### src/rtl/lane_scatter_if.sv
// Handshake bundle for lane_scatter: packed-word input side and per-lane output side.
// The slave modport is the block's view; master is the producer/consumer view.
interface lane_scatter_if #(
    parameter int LANE_W = 4,
    parameter int LANES  = 4
);
    localparam int IDX_W = $clog2(LANES);

    logic                      in_valid;
    logic                      in_ready;
    logic [LANES*LANE_W-1:0]   in_data;
    logic [LANES-1:0]          in_mask;

    logic                      out_valid;
    logic                      out_ready;
    logic [LANE_W-1:0]         out_data;
    logic [IDX_W-1:0]          out_idx;
    logic                      out_last;

    logic [7:0]                drop_cnt;

    modport slave (
        input  in_valid, in_data, in_mask, out_ready,
        output in_ready, out_valid, out_data, out_idx, out_last, drop_cnt
    );

    modport master (
        output in_valid, in_data, in_mask, out_ready,
        input  in_ready, out_valid, out_data, out_idx, out_last, drop_cnt
    );
endinterface

### src/rtl/lane_scatter.sv
// Streaming lane unpacker: emits the enabled lanes of a packed word one per cycle,
// lowest lane first, with the next word loaded on the last lane's handshake.
module lane_scatter_pick #(
    parameter int LANE_W = 4,
    parameter int IDX_W  = 2,
    parameter int IDX    = 0
) (
    input  logic              hot_i,
    input  logic [LANE_W-1:0] lane_i,
    output logic [LANE_W-1:0] data_o,
    output logic [IDX_W-1:0]  idx_o
);
    // Non-selected lanes contribute zero so the top can OR-reduce.
    assign data_o = hot_i ? lane_i : '0;
    assign idx_o  = hot_i ? IDX_W'(IDX) : '0;
endmodule

module lane_scatter #(
    parameter int LANE_W = 4,
    parameter int LANES  = 4
) (
    input  logic           CLK,
    input  logic           ASYNCRESETN,
    lane_scatter_if.slave  bus
);
    localparam int IDX_W = $clog2(LANES);

    logic [LANES-1:0][LANE_W-1:0] word_q, word_d;
    logic [LANES-1:0]             rem_q, rem_d;
    logic [7:0]                   drop_q, drop_d;

    logic [LANES-1:0]             low_hot;
    logic                         busy;
    logic                         single;
    logic                         out_hs;
    logic                         in_rdy;
    logic                         accept;

    logic [LANES-1:0][LANE_W-1:0] pick_data;
    logic [LANES-1:0][IDX_W-1:0]  pick_idx;
    logic [LANE_W-1:0]            sel_data;
    logic [IDX_W-1:0]             sel_idx;

    // Isolate the lowest pending lane; zero when nothing is pending.
    assign low_hot = rem_q & (~rem_q + LANES'(1));
    assign busy    = |rem_q;
    assign single  = busy && ((rem_q & (rem_q - LANES'(1))) == '0);
    assign out_hs  = busy && bus.out_ready;
    // Held low while in reset so nothing is taken before the block is live.
    assign in_rdy  = ASYNCRESETN && (!busy || (out_hs && single));
    assign accept  = bus.in_valid && in_rdy;

    for (genvar k = 0; k < LANES; k++) begin : g_lane
        lane_scatter_pick #(
            .LANE_W (LANE_W),
            .IDX_W  (IDX_W),
            .IDX    (k)
        ) u_pick (
            .hot_i  (low_hot[k]),
            .lane_i (word_q[k]),
            .data_o (pick_data[k]),
            .idx_o  (pick_idx[k])
        );
    end

    always_comb begin
        sel_data = '0;
        sel_idx  = '0;
        for (int k = 0; k < LANES; k++) begin
            sel_data = sel_data | pick_data[k];
            sel_idx  = sel_idx  | pick_idx[k];
        end
    end

    // A new word overrides the last-lane clear so words stream without a gap.
    always_comb begin
        word_d = word_q;
        rem_d  = rem_q;
        drop_d = drop_q;
        if (out_hs)
            rem_d = rem_q & ~low_hot;
        if (accept) begin
            word_d = bus.in_data;
            rem_d  = bus.in_mask;
            if (bus.in_mask == '0 && drop_q != 8'hFF)
                drop_d = drop_q + 8'd1;
        end
    end

    always_ff @(posedge CLK or negedge ASYNCRESETN) begin
        if (!ASYNCRESETN) begin
            word_q <= '0;
            rem_q  <= '0;
            drop_q <= '0;
        end else begin
            word_q <= word_d;
            rem_q  <= rem_d;
            drop_q <= drop_d;
        end
    end

    assign bus.in_ready  = in_rdy;
    assign bus.out_valid = busy;
    assign bus.out_data  = sel_data;
    assign bus.out_idx   = sel_idx;
    assign bus.out_last  = single;
    assign bus.drop_cnt  = drop_q;
endmodule
### src/flat_wrapper.sv
// flat-port wrapper written by rule: the top's interface ports become plain ports
module lane_scatter_flat 
#(
    parameter int LANE_W = 4,
    parameter int LANES  = 4
)
  (CLK, ASYNCRESETN, bus_in_valid, bus_in_data, bus_in_mask, bus_out_ready, bus_in_ready, bus_out_valid, bus_out_data, bus_out_idx, bus_out_last, bus_drop_cnt);
  lane_scatter_if #(.LANE_W(LANE_W), .LANES(LANES)) bus_i ();
  input  logic CLK;
  input  logic ASYNCRESETN;
  input wire logic [$bits(bus_i.in_valid)-1:0] bus_in_valid;
  input wire logic [$bits(bus_i.in_data)-1:0] bus_in_data;
  input wire logic [$bits(bus_i.in_mask)-1:0] bus_in_mask;
  input wire logic [$bits(bus_i.out_ready)-1:0] bus_out_ready;
  output wire logic [$bits(bus_i.in_ready)-1:0] bus_in_ready;
  output wire logic [$bits(bus_i.out_valid)-1:0] bus_out_valid;
  output wire logic [$bits(bus_i.out_data)-1:0] bus_out_data;
  output wire logic [$bits(bus_i.out_idx)-1:0] bus_out_idx;
  output wire logic [$bits(bus_i.out_last)-1:0] bus_out_last;
  output wire logic [$bits(bus_i.drop_cnt)-1:0] bus_drop_cnt;
  assign bus_i.in_valid = bus_in_valid;
  assign bus_i.in_data = bus_in_data;
  assign bus_i.in_mask = bus_in_mask;
  assign bus_i.out_ready = bus_out_ready;
  assign bus_in_ready = bus_i.in_ready;
  assign bus_out_valid = bus_i.out_valid;
  assign bus_out_data = bus_i.out_data;
  assign bus_out_idx = bus_i.out_idx;
  assign bus_out_last = bus_i.out_last;
  assign bus_drop_cnt = bus_i.drop_cnt;
  lane_scatter #(.LANE_W(LANE_W), .LANES(LANES)) u_core (.CLK(CLK), .ASYNCRESETN(ASYNCRESETN), .bus(bus_i));
endmodule
### config.mk
export PLATFORM = sky130hd
export DESIGN_NAME = lane_scatter_flat
export DESIGN_NICKNAME = d
export VERILOG_FILES = /design/src/rtl/lane_scatter_if.sv /design/src/rtl/lane_scatter.sv /design/src/flat_wrapper.sv
export SDC_FILE = /design/constraint.sdc
export NUM_CORES = 1
export LEC_CHECK = 0
export CAP_MARGIN = 20
export CORE_MARGIN = 4
export CORE_UTILIZATION = 46
export CTS_CLUSTER_SIZE = 28
export DETAILED_ROUTE_END_ITERATION = 10
export PLACE_DENSITY = 0.78
export SLEW_MARGIN = 20
export SYNTH_ARGS = -nofsm -noshare
export SYNTH_HDL_FRONTEND = slang
export SYNTH_SLANG_ARGS = --single-unit
export TNS_END_PERCENT = 100
### constraint.sdc
create_clock -name CLK -period 2.3 [get_ports CLK]
set_input_delay 0.46 -clock CLK [delete_from_list [all_inputs] [get_ports CLK]]
set_output_delay 0.46 -clock CLK [all_outputs]
set_load 0.02 [all_outputs]
# Yosys cells after proc, flatten, opt, wreduce, memory -nomap -nowiden
# Cells that the tools add are included.
[totals] register_bits=28 in_bits=24 elab_cells=42
[op_classes] add_sub_neg=3 n_eq_ne=1 mux=9 bitwise=10 n_reduce_logical=13
[ops] cell="$mux 4" count=6
[ops] cell="$and 4x4->4" count=3
[ops] cell="$or 4x4->4" count=3
[ops] cell="$add 8x1->8 const B" count=1
[ops] cell="$logic_not 4->1" count=2
[ops] cell="$ne 8x8->1 const B" count=1
[ops] cell="$not 4->4" count=2
[ops] cell="$logic_and 1x1->1" count=6
[ops] cell="$add 4x1->4 const B" count=1
[ops] cell="$mux 2" count=2
[ops] cell="$reduce_or 4->1" count=1
[ops] cell="$sub 4x1->4 const B" count=1
[ops] cell="$or 1x2->2" count=1
[ops] cell="$or 2x2->2" count=1
[ops] cell="$reduce_and 2->1" count=1
[ops] cell="$reduce_bool 2->1" count=1
[ops] cell="$logic_not 1->1" count=1
[ops] cell="$logic_or 1x1->1" count=1
[ops] cell="$mux 1" count=1

# Longest topological paths before layout
# Gate-level depths: netlist of the first run.
[depth] depth_word=9 depth_mapped=7

# By module
# From an unflattened synthesis of the first run, not the netlist that was laid out.
[hier_totals] hier_cells=136 area_unflattened_um2=1576.5
[by_module_without_submodules] module="lane_scatter" n_inst=1 cells_each=109 area_per_inst_um2=1405.1 seq_area_each_um2=700.7
[by_module_without_submodules] module="lane_scatter_pick (u_core.g_lane[0].u_pick ...)" n_inst=3 cells_each=7 area_per_inst_um2=43.8 seq_area_each_um2=0.0
[by_module_without_submodules] module="lane_scatter_pick (u_core.g_lane[3].u_pick)" n_inst=1 cells_each=6 area_per_inst_um2=40.0 seq_area_each_um2=0.0

# Worst setup path before layout of the first run
# Ideal clock, no wire load.
[synth_timing] path_type="input -> register" start="input bus_out_ready" end="register u_core.word_q[10] (netlist name)" setup_ps=125 t_arrival_ps=1922 slack_ps=253 path_stages=5 cell_sequence="inv_1 > maj3_2 > o41ai_4 > buf_4 > mux2_2"
[synth_via] elab_chain_cells=5
[synth_rtl] element="start, declared" line="flat_wrapper.sv:14" text="input wire logic [$bits(bus_i.out_ready)-1:0] bus_out_ready;"
[synth_rtl] element="$logic_and 1x1->1" line="lane_scatter.sv:48" text="assign out_hs = busy && bus.out_ready;"
[synth_rtl] element="$logic_and 1x1->1" line="lane_scatter.sv:50" text="assign in_rdy = ASYNCRESETN && (!busy || (out_hs && single));"
[synth_rtl] element="$logic_or 1x1->1" line="lane_scatter.sv:50"
[synth_rtl] element="$logic_and 1x1->1" line="lane_scatter.sv:50"
[synth_rtl] element="$logic_and 1x1->1" line="lane_scatter.sv:51" text="assign accept = bus.in_valid && in_rdy;"
[synth_rtl] element="end signal, assigned" line="lane_scatter.sv:96" text="word_q <= word_d;"
[synth_rtl] element="end, declared" line="lane_scatter.sv:28" text="logic [LANES-1:0][LANE_W-1:0] word_q, word_d;"
# No other way between the ends.
# A chain may end at the register's enable or synchronous reset.

# Worst setup path after layout of the first run
[layout_timing] start="register u_core.rem_q[1]" end="output bus_out_data[1]"
[layout_via] elab_chain_cells=7 word_cells_on_any_way=9 cone_classes="add/sub: 1; mux: 3; bitwise: 5"
[layout_rtl] element="start, declared" line="lane_scatter.sv:29" text="logic [LANES-1:0] rem_q, rem_d;"
[layout_rtl] element="start signal, assigned" line="lane_scatter.sv:97" text="rem_q <= rem_d;"
[layout_rtl] element="$not 4->4" line="lane_scatter.sv:45" text="assign low_hot = rem_q & (~rem_q + LANES'(1));"
[layout_rtl] element="$add 4x1->4" line="lane_scatter.sv:45"
[layout_rtl] element="$and 4x4->4 *" line="lane_scatter.sv:45"
[layout_rtl] element="$mux 4" line="lane_scatter.sv:14" text="assign data_o = hot_i ? lane_i : '0;"
[layout_rtl] element="$or 4x4->4 (2 in a row)" line="lane_scatter.sv:70" text="sel_data = sel_data | pick_data[k];"
[layout_rtl] element="$or 4x4->4 *" line="lane_scatter.sv:70"
[layout_rtl] element="end, declared" line="flat_wrapper.sv:17" text="output wire logic [$bits(bus_i.out_data)-1:0] bus_out_data;"
# Every way passes the cells marked *; elsewhere a longest branch is shown, timed or not.

==> impl_metrics.env, run 1 <==
export IMPL_max_cap_violations=0
export IMPL_rsz0062_at_grt="false"
export IMPL_die_width_um=63.05
export IMPL_ys_top_cells_by_area="dfrtp_1, mux2_2, xnor2_1, a221o_1, nand3_1"
export IMPL_ys_types=33
export IMPL_fmax_mhz=453.4
export IMPL_cts_max_level=1
export IMPL_synth_most_common_cell="dfrtp_1"
export IMPL_routed_via_count=1120
export IMPL_dp_hpwl_um=2465
export IMPL_start_util_pct=49.27
export IMPL_hold_depth=3
export IMPL_firstDrtPassIters=4
export IMPL_first_global_vias=1158
export IMPL_ys_ff_latch=28
export IMPL_min_period_ns=2.206
export IMPL_status="finished, final reports clean"
export IMPL_cts_hold_buf=0
export IMPL_rows=19
export IMPL_synthCells=122
export IMPL_drtIter0Drc=71
export IMPL_tightest_slew_ns=0.3176
export IMPL_overflow=0
export IMPL_clkTransAtPathRegs_ns=0.14
export IMPL_ys_top_cells_by_count="dfrtp_1, mux2_2, nor2_1"
export IMPL_final_max_slew_viol_count=0
export IMPL_min_path_type="primary input to flip-flop"
export IMPL_setup_worst_path_class="flip-flop to output port"
export IMPL_nNetsFinal=199
export IMPL_leakagePower_nw=0.8577
export IMPL_finalClockSkew_ns=0.005094
export IMPL_setup_worst_path_end_class="output port"
export IMPL_grt_max_degree=25
export IMPL_peakVddDrop_uv=600.5
export IMPL_cp_required_ns=1.84
export IMPL_arrival_ns=1.75
export IMPL_yosysSeqAreaShare_pct=50.27
export IMPL_maxSlewHeadroom_pct=78.83
export IMPL_finalCritPeriodShare_pct=95.90
export IMPL_ys_async_sr_fraction_pct=100.0
export IMPL_synth_edf_count=0
export IMPL_wl_per_cell_um=15.98
export IMPL_setup_viol=0
export IMPL_fp_dieH_um=63.05
export IMPL_grt_pass1_wl_um=5506
export IMPL_fillers=208
export IMPL_route_detailed_drc=0
export IMPL_core_area_um2=2829
export IMPL_hold_viol_final=0
export IMPL_ys_warn_count=0
export IMPL_clk_latency_ns=0.32
export IMPL_syn_area_um2=1394
export IMPL_syn_to_final_growth_pct=41.29
export IMPL_grt_usage_pct=17.35
export IMPL_antenna_found_initial=0
export IMPL_synth_top_area_share_pct=50.27
export IMPL_powerDensity_nw_per_um2=1164
export IMPL_diodes=0
export IMPL_cts_buffers=3
export IMPL_root_buffer="clkbuf_4"
export IMPL_clk_path_buf_depth=2
export IMPL_synth_nets=147
export IMPL_synth_area_per_cell_um2=11.42
export IMPL_clock_sinks=28
export IMPL_vias_per_cell=5.490
export IMPL_hold_ws_ns=0.4929
export IMPL_synthFlopType="dfrtp_1"
export IMPL_drive_above_1_share_pct=24.28
export IMPL_wirelength_um=3259
export IMPL_gp_congestion=0.7880
export IMPL_finalNonFillerCells=204
export IMPL_reg2reg_depth=5
export IMPL_yosysTopAreaCell="dfrtp_1"
export IMPL_tritoncts="done"
export IMPL_placed_cells=200
export IMPL_regArea_um2=701.9
export IMPL_multi_input_area_um2=658.1
export IMPL_crit_fanout=11
export IMPL_ios=41
export IMPL_portBuffers=40
export IMPL_ant_nets=0
export IMPL_die_area_um2=3975
export IMPL_start_kind="flip-flop"
==> cell usage in the layout (no fill, tap or decap), types with 2 or more instances in the layout <==
cell type        synthesis  routed
dlymetal6s2s_1           0       2
xnor2_1                  7       7
a221o_1                  4       4
mux2_2                  16      16
o21a_1                   2       2
a22oi_1                  4       3
inv_1                    3       3
nor3_1                   3       2
o21ai_0                  3       3
nand2_1                  7       7
nand2b_1                 3       3
buf_4                    2      13
nor2_1                   9       8
dfrtp_1                 28      27
dlygate4sd2_1            0       2
a22o_1                   3       3
nand3_1                  8       8
clkdlybuf4s50_1          0      31
clkbuf_4                 0       3
clkdlybuf4s15_1          0       4
==> kinds of logic (layout without fill, tap and decap cells) <==
family | Yosys count | count (layout) | share of synthesized area [%]
and+or+nand+nor | 37 | 37 | 12.93
AOI/OAI and AO/OA | 20 | 20 | 12.84
DFF | 28 | 28 | 50.27
muxes | 17 | 17 | 13.73
adders and majority gates | 2 | 2 | 1.705
buffers and inverters | 10 | 61 | 3.500
xor gates and xnor gates | 8 | 8 | 5.027
==> worst max-delay path: stages, from the launching register on <==
cell           delay, ns
dfrtp_2             0.47
buf_6               0.16
a22oi_1             0.17
nor2_1              0.06
a221o_1             0.25
dlygate4sd2_1       0.32
==> area by class of cell <==
class                   count  area share [%]
clock buffers               3           1.144
clock inverters             1           1.525
flip-flops and latches     28           35.64
well taps                  31           1.970
inverters                   3          0.5718
repair buffers             54           25.73
multi-input cells          84           33.42
==> path summary, 6_finish.rpt <==
check / from / to / slack (ns)
worst max-delay path: u_core.rem_q[1] / bus_out_data[1] / 0.09
worst min-delay path: bus_out_ready / u_core.rem_q[3] / 0.49
worst max register to register: u_core.rem_q[3] / u_core.word_q[4] / 0.29
worst min register to register: u_core.word_q[11] / u_core.word_q[11] / 0.50
max in group asynchronous: ASYNCRESETN / u_core.word_q[15] / 1.45
min in group asynchronous: ASYNCRESETN / u_core.rem_q[3] / 0.50
==> state kept, by name, indices dropped and copies added (netlist names) <==
name                 count
u_core.rem_q             4
u_core.bus.drop_cnt      8
u_core.word_q           16
==> per-stage QoR <==
| stage | power [mW] | setup slack (ns) | setup TNS (ns) | util [%] | area, µm² |
|---|---|---|---|---|---|
| 3_5_place_dp | 2.029 | -0.3944 | -5.794 | 67.18 | 1901 |
| 6_report | 2.292 | 0.09432 | 0 | 69.62 | 1969 |
| 5_1_grt | 2.438 | 0.003012 | 0 | 69.62 | 1969 |
| 2_1_floorplan | 1.522 | 0.2529 | 0 | - | 1394 |
| 3_3_place_gp | 1.979 | -0.3297 | -3.900 | 67.18 | 1901 |
| 4_1_cts | 2.283 | 0.0006670 | 0 | 68.73 | 1944 |
==> routing by layer <==
layer	global-route usage (%)	share of wire, %
met1	23.14	45
met2	28.59	50
met3	3.058	4.0
met4	5.234	0.74
met5	0	0
==> repair_timing <==
item / CTS / global route
cloned: 0 / 0
endpoints found under the hold margin: 0 / 0
buffers inserted: 0 / 0
setup endpoints to repair: 7 / 9
gates resized for setup: 12 / 10
pin swaps: 0 / 0
==> power by group <==
group,switching [mW],internal [mW]
Sequential,0.146,0.681
Combinational,0.549,0.604
Clock,0.136,0.176
Total,0.831,1.46
(Power assumes the default switching activity.)
==> run 2, diff against run 1 <==
--- a/config.mk
+++ b/config.mk
@@ -8,6 +8,7 @@
 export CAP_MARGIN = 20
 export CORE_MARGIN = 4
 export CORE_UTILIZATION = 46
+export CTS_CLUSTER_DIAMETER = 100
 export CTS_CLUSTER_SIZE = 28
 export DETAILED_ROUTE_END_ITERATION = 10
 export PLACE_DENSITY = 0.78
==> results of run 2 <==
The final DEF is identical to that of run 1; final timing and power are the same.
